<file path="config.mk">
export PLATFORM = sky130hd
export DESIGN_NAME = cpu_boot_ctrl
export DESIGN_NICKNAME = d
export VERILOG_FILES = /design/src/rtl/cpu_boot_ctrl.sv
export SDC_FILE = /design/constraint.sdc
export NUM_CORES = 1
export LEC_CHECK = 0
export CORE_AREA = 2 2 136 138
export CTS_BUF_LIST = sky130_fd_sc_hd__clkbuf_4 sky130_fd_sc_hd__clkbuf_8 sky130_fd_sc_hd__clkbuf_16
export DETAILED_ROUTE_END_ITERATION = 16
export DIE_AREA = 0 0 138 140
export PLACE_DENSITY_LB_ADDON = 0.25
export SETUP_SLACK_MARGIN = 0.05
export SLEW_MARGIN = 20
export SYNTH_ARGS = -nofsm -noshare
export SYNTH_HDL_FRONTEND = slang
export SYNTH_SLANG_ARGS = --single-unit
export TNS_END_PERCENT = 50
</file>
<file path="constraint.sdc">
create_clock -name clk -period 3.2 [get_ports clk]
set_input_delay 0.32 -clock clk [delete_from_list [all_inputs] [get_ports clk]]
set_output_delay 0.32 -clock clk [all_outputs]
set_load 0.01 [all_outputs]
</file>
<file path="src/rtl/cpu_boot_ctrl.sv">
// Boot/run controller for the single-cycle MIPS core: streams image words into the
// memory write ports, releases the core from reset, and ends the run on halt or cycle budget.
module cpu_boot_ctrl #(
  parameter int unsigned DATA_W     = 32,
  parameter int unsigned ADDR_W     = 8,
  parameter int unsigned NUM_MEM    = 3,
  parameter int unsigned SEL_W      = (NUM_MEM > 1) ? $clog2(NUM_MEM) : 1,
  parameter int unsigned MAX_CYCLES = 200,
  parameter int unsigned HALT_REP   = 4
) (
  input  logic               clk,
  input  logic               rst_n,
  input  logic               ld_valid,
  output logic               ld_ready,
  input  logic [SEL_W-1:0]   ld_sel,
  input  logic [DATA_W-1:0]  ld_data,
  input  logic               ld_last,
  input  logic               start,
  input  logic               clear,
  output logic [NUM_MEM-1:0] mem_we,
  output logic [ADDR_W-1:0]  mem_addr,
  output logic [DATA_W-1:0]  mem_wdata,
  output logic               cpu_rst_n,
  input  logic [DATA_W-1:0]  cpu_pc,
  output logic [31:0]        run_cycles,
  output logic               halted,
  output logic               timeout,
  output logic               load_err
);

  localparam int unsigned CNT_W = ADDR_W + 1;
  localparam int unsigned REP_W = $clog2(HALT_REP + 1);

  typedef enum logic [1:0] {ST_LOAD, ST_RUN, ST_DONE} state_e;

  state_e             state_q;
  logic [CNT_W-1:0]   addr_cnt_q [NUM_MEM];
  logic [NUM_MEM-1:0] mem_we_q;
  logic [ADDR_W-1:0]  mem_addr_q;
  logic [DATA_W-1:0]  mem_wdata_q;
  logic [DATA_W-1:0]  prev_pc_q;
  logic [REP_W-1:0]   rep_q;
  logic [31:0]        run_cycles_q;
  logic               halted_q;
  logic               timeout_q;
  logic               load_err_q;

  logic               hs;
  logic               sel_ok;
  logic [CNT_W-1:0]   cur_cnt;
  logic               bad_word;
  logic               pc_same;
  logic [31:0]        run_next;
  logic               halt_hit;
  logic               to_hit;

  // Handshake decode, stall detection and budget check
  always_comb begin
    hs       = ld_valid & (state_q == ST_LOAD);
    sel_ok   = 32'(ld_sel) < NUM_MEM;
    cur_cnt  = '0;
    for (int i = 0; i < NUM_MEM; i++) begin
      if (ld_sel == SEL_W'(i)) cur_cnt = addr_cnt_q[i];
    end
    bad_word = hs & (~sel_ok | cur_cnt[ADDR_W]);
    pc_same  = (cpu_pc == prev_pc_q);
    run_next = run_cycles_q + 32'd1;
    halt_hit = (state_q == ST_RUN) & pc_same & (rep_q == REP_W'(HALT_REP - 1));
    to_hit   = (state_q == ST_RUN) & (run_next == 32'(MAX_CYCLES));
  end

  always_ff @(posedge clk or negedge rst_n) begin
    if (!rst_n) begin
      state_q      <= ST_LOAD;
      for (int i = 0; i < NUM_MEM; i++) addr_cnt_q[i] <= '0;
      mem_we_q     <= '0;
      mem_addr_q   <= '0;
      mem_wdata_q  <= '0;
      prev_pc_q    <= '0;
      rep_q        <= '0;
      run_cycles_q <= '0;
      halted_q     <= 1'b0;
      timeout_q    <= 1'b0;
      load_err_q   <= 1'b0;
    end else begin
      mem_we_q  <= '0;
      prev_pc_q <= cpu_pc;
      case (state_q)
        ST_LOAD: begin
          // Accepted words are written one cycle later; an overflowed channel only records the error
          for (int i = 0; i < NUM_MEM; i++) begin
            if (hs && ld_sel == SEL_W'(i)) begin
              if (!addr_cnt_q[i][ADDR_W]) begin
                mem_we_q[i] <= 1'b1;
                mem_addr_q  <= addr_cnt_q[i][ADDR_W-1:0];
                mem_wdata_q <= ld_data;
                addr_cnt_q[i] <= ld_last ? '0 : addr_cnt_q[i] + CNT_W'(1);
              end else if (ld_last) begin
                addr_cnt_q[i] <= '0;
              end
            end
          end
          if (bad_word) load_err_q <= 1'b1;
          if (clear) begin
            load_err_q <= 1'b0;
            for (int i = 0; i < NUM_MEM; i++) addr_cnt_q[i] <= '0;
          end
          if (start) begin
            state_q <= ST_RUN;
            rep_q   <= '0;
          end
        end
        ST_RUN: begin
          run_cycles_q <= run_next;
          rep_q        <= pc_same ? rep_q + REP_W'(1) : '0;
          if (halt_hit) begin
            halted_q <= 1'b1;
            state_q  <= ST_DONE;
          end else if (to_hit) begin
            timeout_q <= 1'b1;
            state_q   <= ST_DONE;
          end
        end
        ST_DONE: begin
          if (clear) begin
            state_q      <= ST_LOAD;
            halted_q     <= 1'b0;
            timeout_q    <= 1'b0;
            load_err_q   <= 1'b0;
            run_cycles_q <= '0;
            for (int i = 0; i < NUM_MEM; i++) addr_cnt_q[i] <= '0;
          end
        end
        default: state_q <= ST_LOAD;
      endcase
    end
  end

  // Core reset follows rst_n immediately so an external reset freezes the CPU at once
  assign cpu_rst_n  = rst_n & (state_q == ST_RUN);
  assign ld_ready   = (state_q == ST_LOAD);
  assign mem_we     = mem_we_q;
  assign mem_addr   = mem_addr_q;
  assign mem_wdata  = mem_wdata_q;
  assign run_cycles = run_cycles_q;
  assign halted     = halted_q;
  assign timeout    = timeout_q;
  assign load_err   = load_err_q;

endmodule

</file>
After elaboration in Yosys (flattened, before gate mapping). Cells that the tools add are included.

Equality and inequality tests: 20. Order comparisons: 1. Divide/modulo/power cells: 0. Mux-type cells: 54. Shifts and indexed selects: 0. Add/sub/neg operators: 5. $mul: 0. Reduce and logical (&&, ||, !) cells: 20. Bitwise logic cells: 8.

Operator list (count): $mux W32 (7); $mux W9 (13); $pmux W32 S2 (1); $mux W27 (2); $pmux W27 S2 (1); $mux W8 (6); $add A32 B1 Y32 const B (1); $eq A32 B32 Y1 (1); $eq A32 B8 Y1 const B (1); $add A9 B1 Y9 const B (3); $reduce_and A3 Y1 (6); $reduce_and A4 Y1 (4); $mux W1 (12); $ne A3 B1 Y1 const B (4); $ne A4 B4 Y1 const B (3); $mux W3 (3); $mux W2 (4); $ne A2 B2 Y1 const B (4); $and A1 B1 Y1 (6); $pmux W1 S2 (3); $pmux W2 S3 (1); $pmux W3 S2 (1); $reduce_bool A2 Y1 (3); $eq A2 B1 Y1 const B (2); other kinds (11) (16).

Output and inout bits: 80. Bits in latches: 0. Register bits: 142. Memories kept: 0. Bits in writable memories: 0. ROM bits: 0. Word-level logic and storage cells: 124.

Logic depth before layout (Yosys ltp).
Depth after elaboration: 9. Gate-level depth with buffers: 10. Mapped depth without buffers: 9.

Worst setup path after synthesis. Ideal clock, no wire load.

Kind: flip-flop to flip-flop. Start: reg run_cycles_q[15], in the netlist run_cycles[15]. End: reg state_q[1]. Clock period less this slack: 2690 ps. Data arrival time: 2595 ps. Data required time: 3105 ps. Slack: 510 ps. Cell stages (with the launch flop): 10. Setup time: 95 ps. Buffers on the path: 1. Cell sequence: dfrtp_1 buf_2 nand4_4 or3_4 or4_4 a2111oi_4 nand4_1 nor4_2 o21ai_1 o31ai_1.

Longest elaborated chain between the ends: 5.

Ends and longest elaborated chain: start: declaration (line 43) `logic [31:0] run_cycles_q;`; start signal: assignment (line 114) `run_cycles_q <= run_next;`; $add A32 B1 Y32 (line 67) `run_next = run_cycles_q + 32'd1;`; $eq A32 B8 Y1 (line 69) `to_hit = (state_q == ST_RUN) & (run_next == 32'(MAX_CYCLES));`; $and A1 B1 Y1 (line 69); $ne A3 B3 Y1 (no source line); $reduce_and A3 Y1 (no source line); end signal: assignment (line 74) `state_q <= ST_LOAD;`; end signal: assignment (line 109) `state_q <= ST_RUN;`; end signal: assignment (line 118) `state_q <= ST_DONE;`; end: declaration (line 36) `state_e state_q;`.

Every way passes these cells. A chain may end at the register's enable or synchronous reset.

Final worst setup path.
Start: reg run_cycles_q[16], in the netlist run_cycles[16]. End: reg state_q[1].

The elaborated chain is that of the path after synthesis.

==> flow_summary.ini <==
[clock_network]
insertion_delay_ns = 0.42
clkSinkCount = 142
cts_made_buffers = 17
cts_tree = built
clkTransAtPathRegs_ns = 0.06
post_cts_buffers = 0
clockRootBuffer = clkbuf_16
cts_htree_levels = 4
clockBufferDepth = 2

[worst_setup_path]
end_kind = register
worstSetupPathType = reg2reg
crit_arrival_ns = 3.23
reg2reg_slack_ns = 0.29
startpoint_type = register
worstPathRequired_ns = 3.52
crit_path_max_fanout = 10

[route]
postRouteAntennaNets = 0
drc = 0
vias_per_cell = 5.41
drt_iter0_markers = 345
wl_per_cell_um = 16.0
dr.pass1.iters = 6
routed_wl_um = 17800
num_vias = 6013

[power_and_ir_drop]
ir_drop_v = 0.000418
cellLeakagePower_nw = 3.76
power.total_mw = 6.20
power-per-cell-area_mw_per_mm2 = 660

[logic_synthesis]
syn_area_sq_mm = 0.00703
synth-edff-count = 0
synth_ff_type = dfrtp_1
avgSynthCellArea_sq_um = 9.84
syn_nets = 793
async_flop_share = 1.00
synth_seq_cells = 142
synth_cell_types = 63
ys_warn_count = 0
syn_inst = 715
seq_area_frac_synth = 0.505

[die]
die_height_um = 140
die_w_um = 138
coreArea_sq_mm = 0.0178
rows = 49
start_util = 0.396
io_pins = 152
die_area_sq_mm = 0.0193

[min_path]
hp-class = in2reg

[sta]
relSlewSlack = 0.505
drv_slew = 0
finalSetupTns_ns = 0
finalHoldViolCount = 0
max_clock_freq_mhz = 344
fin_worst_skew_ns = 0.0114
min_period_ns = 2.91
period_share = 0.910
rsz0062_at_grt = no
holdWs_ns = 0.394
setup_viol = 0
worstMarginPinSlew_ns = 0.734

[placed_design]
placed_area_sq_mm = 0.00881
place_congestion = 0.886
dp_hpwl_um = 12600
io_buffers = 151

[run_status]
status = completed

[cells_and_area]
nets = 948
drive_above_1_share = 0.119
utilization = 0.529
antenna_cells = 0
syn_to_final_growth_pct = 33.6
fill_cells = 1627
fin_area_sq_mm = 0.00940

[global_routing]
globalRouteTotalUtil = 0.187
grt_pass1_vias = 5727
antenna_found_initial = 0
grt_first_pass_wirelength_um = 29500
grt_max_degree = 52
grt_remaining_overflow = 0

[run]
maxCapViolations = 0
==> metal layers <==
metal / vias to the layer above / track usage / part of all wire
li1: 2901 / - / -
met4: 0 / 0.0521 / 0.015
met2: 204 / 0.299 / 0.47
met1: 2889 / 0.253 / 0.46
met3: 19 / 0.0496 / 0.057
met5: - / 0 / 0
==> path summary, 6_finish.rpt <==
kind	startpoint	endpoint	cells past startpoint
min in group asynchronous	rst_n	mem_we[1]	2
max in group asynchronous	rst_n	rep_q[2]	3
hold reg to reg	rep_q[2]	rep_q[2]	2
setup / recovery	run_cycles[16]	state_q[1]	8
hold / removal	cpu_pc[18]	prev_pc_q[18]	1
setup reg to reg	run_cycles[16]	state_q[1]	8
==> registers in the layout, indices dropped and copies added, names as in the netlist <==
name and flops:
prev_pc_q 32, mem_addr 8, load_err 1, mem_we 3, halted 1, mem_wdata 32
state_q 2, timeout 1, run_cycles 32, rep_q 3, addr_cnt_q 27
==> Yosys cell counts, drive strengths merged, types with 2 or more instances <==
cell	number	area, sq um
dfrtp	142	3550
o21ai	87	435
nand2	70	263
nor2	54	203
a21oi	40	200
mux2	32	360
nand3	31	155
xnor2	29	254
clkbuf	26	109
nand4	22	153
and3	16	101
o31ai	16	120
nor3	12	60.1
o41ai	12	105
nand2b	11	68.8
buf	10	72.6
inv	9	33.8
nor4	9	68.8
or4	8	65.1
a21o	7	53.8
or3	7	48.8
a31oi	6	37.5
and2	6	37.5
ha	6	75.1
nor2b	5	31.3
or2	5	31.3
xor2	5	43.8
a211oi	3	22.5
a22o	3	26.3
nor3b	3	22.5
o21a	3	22.5
a2111oi	2	36.3
nor4b	2	17.5
o2111ai	2	17.5
==> critical path, cell delays in order, from the launching register on <==
cell       delay, ns
dfrtp_1         0.55
nand4_4         0.21
or3_4           0.44
or4_4           0.58
a2111oi_4       0.35
nand4_1         0.15
nor4_2          0.34
o21ai_1         0.10
o31ai_1         0.09
==> power by group <==
| part | total (mW) | switching, mW | internal (mW) |
|---|---|---|---|
| Clock | 1.92 | 0.793 | 1.13 |
| Sequential | 2.33 | 0.212 | 2.11 |
| Combinational | 1.96 | 0.948 | 1.01 |
==> final cells by class <==
type / count / area, sq um / area share
Sequential cell: 142 / 3550 / 0.378
Multi-Input combinational cell: 526 / 3250 / 0.346
Timing Repair Buffer: 173 / 1690 / 0.180
Clock buffer: 19 / 453 / 0.0482
Tap cell: 229 / 287 / 0.0305
Clock inverter: 13 / 128 / 0.0136
Inverter: 10 / 37.5 / 0.00399
==> cells by family (layout without fill, tap and decap cells) <==
| family | count (synthesis) | in the layout | share of synthesized area |
|---|---|---|---|
| muxes | 32 | 32 | 0.0512 |
| and+or+nand+nor | 268 | 268 | 0.197 |
| buffers and inverters | 47 | 215 | 0.0338 |
| DFF | 142 | 142 | 0.505 |
| adders and majority gates | 6 | 6 | 0.0107 |
| xor gates and xnor gates | 34 | 34 | 0.0423 |
| AOI/OAI and AO/OA | 186 | 186 | 0.159 |
==> placed cells by master (no fill, tap or decap), types with 3 or more instances in the layout <==
cell type / instances
or3_1: 6
o21ai_0: 86
o41ai_1: 12
clkinvlp_4: 3
nand3_1: 31
nor2b_1: 4
mux2_2: 32
xnor2_1: 29
o31ai_1: 16
nor3b_1: 3
nand2b_1: 11
a21o_1: 6
a21oi_1: 39
a22o_1: 3
inv_1: 8
and3_1: 15
buf_4: 20
clkdlybuf4s50_1: 150
a31oi_1: 6
or2_2: 5
nor4_1: 7
ha_1: 6
dfrtp_1: 142
or4_1: 6
inv_6: 6
nor3_1: 12
clkbuf_16: 17
xor2_1: 5
nor2_1: 54
nand4_1: 21
and2_1: 6
nand2_1: 70
o21a_1: 3
a211oi_1: 3
==> metrics by stage <==
stage          std cells  setup slack, ns
3_5_place_dp        1079            0.299
4_1_cts             1112            0.263
2_1_floorplan        715            0.510
6_report            1112            0.289
3_3_place_gp        1079            0.371
5_1_grt             1112           0.0840
==> what timing repair did <==
action,CTS,global route
hold endpoints to repair,48,0
setup endpoints to repair,0,0
hold buffers,1,0
gates resized for setup,0,0
No activity file was read; power rests on OpenSTA's default activity.
